===== src/rtl/eva_intr_collector.sv =====
// EVA interrupt collector: edge/level capture, mask,
// timestamped event FIFO with valid/ready drain.
module eva_intr_collector #(
    parameter int                  NUM_INTR   = 32,
    parameter int                  FIFO_DEPTH = 8,
    parameter int                  TS_W       = 64,
    parameter logic [NUM_INTR-1:0] EDGE_MODE  = {NUM_INTR{1'b1}}
) (
    input  logic                          clk,
    input  logic                          rst_n,
    input  logic [NUM_INTR-1:0]           interrupt,
    input  logic [NUM_INTR-1:0]           intr_mask,
    input  logic                          clr_vld,
    input  logic [NUM_INTR-1:0]           clr_vec,
    output logic                          evt_valid,
    input  logic                          evt_ready,
    output logic [NUM_INTR-1:0]           evt_vec,
    output logic [TS_W-1:0]               evt_tick,
    output logic [$clog2(FIFO_DEPTH):0]   evt_level,
    output logic [15:0]                   ovf_cnt,
    output logic [NUM_INTR-1:0]           in_service
);

    localparam int PW = $clog2(FIFO_DEPTH);
    localparam int LW = PW + 1;

    logic [NUM_INTR-1:0] intr_ff;
    logic [NUM_INTR-1:0] trig;
    logic [NUM_INTR-1:0] clr_m;
    logic [TS_W-1:0]     tick;
    logic [PW-1:0]       wr_ptr;
    logic [PW-1:0]       rd_ptr;
    logic                any_trig;
    logic                empty;
    logic                full;
    logic                pop;
    logic                push;
    logic                drop;

    logic [NUM_INTR-1:0] vec_mem  [FIFO_DEPTH];
    logic [TS_W-1:0]     tick_mem [FIFO_DEPTH];

    // Edge channels fire on 0->1; level channels fire while high and not yet serviced.
    assign trig = ~intr_mask &
                  ((EDGE_MODE & interrupt & ~intr_ff) |
                   (~EDGE_MODE & interrupt & ~in_service));

    assign any_trig = |trig;
    assign empty    = (evt_level == '0);
    assign full     = (evt_level == LW'(FIFO_DEPTH));
    assign pop      = evt_valid & evt_ready;
    assign push     = any_trig & (~full | pop);
    assign drop     = any_trig & full & ~pop;
    assign clr_m    = {NUM_INTR{clr_vld}} & clr_vec;

    assign evt_valid = ~empty;
    assign evt_vec   = empty ? '0 : vec_mem[rd_ptr];
    assign evt_tick  = empty ? '0 : tick_mem[rd_ptr];

    // Free-running timestamp and previous-line sample for edge detection.
    always_ff @(posedge clk or negedge rst_n) begin
        if (!rst_n) begin
            tick    <= '0;
            intr_ff <= '0;
        end else begin
            tick    <= tick + 1'b1;
            intr_ff <= interrupt;
        end
    end

    // Level channels stay in service from acceptance until cleared; clear wins.
    always_ff @(posedge clk or negedge rst_n) begin
        if (!rst_n) begin
            in_service <= '0;
        end else begin
            in_service <= (in_service & ~clr_m) |
                          ({NUM_INTR{push}} & trig & ~EDGE_MODE);
        end
    end

    // Event storage; contents are only visible through the head while non-empty.
    always_ff @(posedge clk) begin
        if (push) begin
            vec_mem[wr_ptr]  <= trig;
            tick_mem[wr_ptr] <= tick;
        end
    end

    // FIFO pointers and occupancy; push and pop together leave the level unchanged.
    always_ff @(posedge clk or negedge rst_n) begin
        if (!rst_n) begin
            wr_ptr    <= '0;
            rd_ptr    <= '0;
            evt_level <= '0;
        end else begin
            if (push)
                wr_ptr <= wr_ptr + 1'b1;
            if (pop)
                rd_ptr <= rd_ptr + 1'b1;
            if (push && !pop)
                evt_level <= evt_level + 1'b1;
            else if (pop && !push)
                evt_level <= evt_level - 1'b1;
        end
    end

    // Saturating count of events lost to a full FIFO.
    always_ff @(posedge clk or negedge rst_n) begin
        if (!rst_n) begin
            ovf_cnt <= '0;
        end else if (drop && ovf_cnt != 16'hFFFF) begin
            ovf_cnt <= ovf_cnt + 16'd1;
        end
    end

endmodule


===== config.mk =====
export PLATFORM = sky130hd
export DESIGN_NAME = eva_intr_collector
export DESIGN_NICKNAME = d
export VERILOG_FILES = /design/src/rtl/eva_intr_collector.sv
export SDC_FILE = /design/constraint.sdc
export NUM_CORES = 1
export LEC_CHECK = 0
export CAP_MARGIN = 0
export CORE_ASPECT_RATIO = 0.75
export CORE_MARGIN = 2
export CORE_UTILIZATION = 45
export CTS_CLUSTER_DIAMETER = 50
export DETAILED_ROUTE_END_ITERATION = 8
export PLACE_DENSITY = 0.73
export SLEW_MARGIN = 20
export SYNTH_ARGS = -nofsm -noshare
export SYNTH_HDL_FRONTEND = slang
export SYNTH_SLANG_ARGS = --single-unit

===== constraint.sdc =====
create_clock -name clk -period 20.2 [get_ports clk]
set_clock_uncertainty 0.05 [all_clocks]
set_input_delay 3.03 -clock clk [delete_from_list [all_inputs] [get_ports clk]]
set_output_delay 3.03 -clock clk [all_outputs]
set_load 0.05 [all_outputs]

==> results_dict.tcl <==
set metrics [dict create \
    final_hold_viol_count 0 \
    cp.required_ns 17.12 \
    hold_depth 1 \
    final_cells 3151 \
    crit_path_max_incr_delay_ns 0.97 \
    worst_pin_slew_ns 1.11 \
    pin_count 249 \
    num_vias 17500 \
    cts-root-buf "clkbuf_16" \
    synth_ff_type "edfxtp_1" \
    numCtsBuffers 87 \
    place_inst 2987 \
    final.period_utilization_pct 39.8 \
    path_clk_slew_ns 0.06 \
    numPortBuffers 248 \
    cts_tree "built" \
    synth_area_per_cell_um2 20.4 \
    cp_num_buf_inv 3 \
    max_clock_freq_mhz 124 \
    netlist.area_leader.share_pct 65.2 \
    cts_setup_buffers 0 \
    cts_sinks 922 \
    worstReg2RegStart "intr_ff[25]" \
    run_status "finished, final reports clean" \
    dp_hpwl_um 42900 \
    min_to "ovf_cnt[10]" \
    antenna_found_initial 0 \
    dieArea_um2 80800 \
    synth_nets 1843 \
    grt_pass1_vias 18500 \
    initial_core_util_pct 45.7 \
    grt-busiest-layer "met2" \
    via_per_inst 5.56 \
    seq_area_frac_synth_pct 76.2 \
    fin_nets 2149 \
    cp_max_fo 53 \
    hp-start "ovf_cnt[10]" \
    cts_resized 0 \
    path_delay_family "buffers and inverters" \
    num_rows 88 \
    drive_above_1_share_pct 19.7 \
    ys_async_sr_fraction_pct 16.7 \
    routabilityCongestion 0.764 \
    slew_viol_final 0 \
    ant_nets 0 \
    setup_viol 0 \
    synth_cell_types 43 \
    clock_latency_ns 0.65 \
    startpoint_type "register" \
    grt_overflow 0 \
    synth_top_family_by_area "multiplexers" \
    r2r_end "tick_mem[7][63]" \
    antenna_cells 0 \
    arrival_ns 4.96 \
    grt_use_met3_pct 4.28 \
    dieHeight_um 247 \
    core_area_um2 77300 \
    worst_path_max_delay_cell "dfrtp_4" \
    syn_to_final_growth_pct 19.6 \
    drv_cap 0 \
    netlist_area_um2 35300 \
    synthTopCellsByArea "edfxtp_1, mux4_2, dfrtp_1" \
    place_area_um2 39200 \
    hold_ws_ns 0.450 \
    yosys.area_share.simple_pct 4.67 \
    synth_area_leader_cell "edfxtp_1" \
    slew_headroom_pct 25.7 \
    grt_max_degree 92 \
    synthCells 1735 \
    synthAdderAreaFrac_pct 0.304 \
    rsz0062_at_grt "false" \
    drtPass1Iterations 5 \
    crit_chain "buf_4 -> buf_6 -> mux4_2 -> mux2i_1 -> nor2_1 -> clkdlybuf4s50_1" \
    drcViolationCount 0 \
    finalSetupTns_ns 0 \
    synth-seq-cells 922 \
    power.leakage_nw 14.8 \
    grtUsageMet1_pct 25.8 \
    crit_type "reg2out" \
    synth_edf_count 768 \
    rrSetupSlack_ns 15.54 \
    power_density_nw_per_um2 166 \
    final_cell_area_um2 42300 \
    routedWlPerCell_um 23.8 \
    synth_compound_area_share_pct 0.765 \
    grt_use_met2_pct 30.8 \
    total_power_mw 7.00 \
    r2r.worst_path.cells 7 \
    hold_path.class "reg2reg" \
    routed_wirelength_um 75100 \
    hold_buffers 0 \
    yosysMostFrequentCell "edfxtp_1" \
    fp.dieW_um 328 \
    final.min_clock_period_ns 8.04 \
    htreeDepth 3 \
    grt_pass1_wl_um 114000 \
    synth_common_cells "edfxtp_1, mux4_2, dfrtp_1" \
    ys_warn_count 0 \
    cp-end-kind "primary output" \
    grt_util_all_layers_pct 18.8 \
    muxShareOfSynthArea_pct 15.1 \
    first_iter_violations 1472 \
    yosys.area_share.xor_xnor_pct 2.08 \
    cts_max_path_buffers 3 \
    peakVddDrop_mv 0.194 \
]
-- sequential cells by signal, summed over array words and instances, names as in the netlist --
register,cells
evt_level,4
vec_mem,256
wr_ptr,3
rd_ptr,3
in_service,32
tick,64
tick_mem,512
intr_ff,32
ovf_cnt,16
-- cell type report --
type | instances | area (um2)
well taps | 1035 | 1290
flip-flops and latches | 922 | 26900
multi-input cells | 734 | 8240
clock buffers | 124 | 2540
fillers | 5869 | 35000
clock inverters | 40 | 433
inverters | 8 | 30.0
repair buffers | 288 | 2790
-- logic make-up (layout without fill, tap and decap cells) --
kind of cell	after synthesis	count (layout)
buf+inv	79	460
mux	293	293
flops	922	922
xor+xnor	84	84
fa+ha+maj	8	8
compound gates	37	37
simple gates	312	312
-- layout by cell type, fill, tap and decap left out, types with 38 or more instances in the layout --
master	Yosys	final
buf_4	0	38
xnor2_1	58	58
dfrtp_1	154	151
nor2_1	118	114
mux2i_1	96	96
clkdlybuf4s50_1	0	247
edfxtp_1	768	768
mux4_2	192	192
clkbuf_16	0	91
-- metal layers --
| metal | part of all wire (%) | up-vias |
|---|---|---|
| li1 | - | 7593 |
| met3 | 6.2 | 106 |
| met2 | 49 | 496 |
| met5 | 0 | - |
| met1 | 43 | 9315 |
| met4 | 1.9 | 0 |
-- metrics by stage --
stage	worst slack (ns)	utilization (%)
global route	11.61	54.7
global placement	12.15	50.7
finish	12.16	54.7
floorplan	6.28	-
detailed placement	12.01	50.7
CTS	11.53	54.6
-- how the worst max path moves through the flow --
stage               slack [ns]               to  depth (start not counted)          from
floorplan                 6.28   tick_mem[0][0]                          5  interrupt[4]
global placement         12.15  tick_mem[7][49]                          8  interrupt[0]
detailed placement       12.01  tick_mem[7][47]                          8  interrupt[0]
CTS                      11.53     evt_tick[32]                          6     rd_ptr[0]
global route             11.61     evt_tick[32]                          6     rd_ptr[0]
finish                   12.16     evt_tick[32]                          6     rd_ptr[0]
-- power by group --
group	internal, mW	total (mW)	leakage (nW)	switching [mW]
Combinational	0.960	2.63	4.02	1.67
Clock	0.963	1.67	1.45	0.704
Sequential	2.54	2.71	9.29	0.168
Total	4.46	7.00	14.8	2.54
Note: power is estimated with default switching activity, not from simulation.
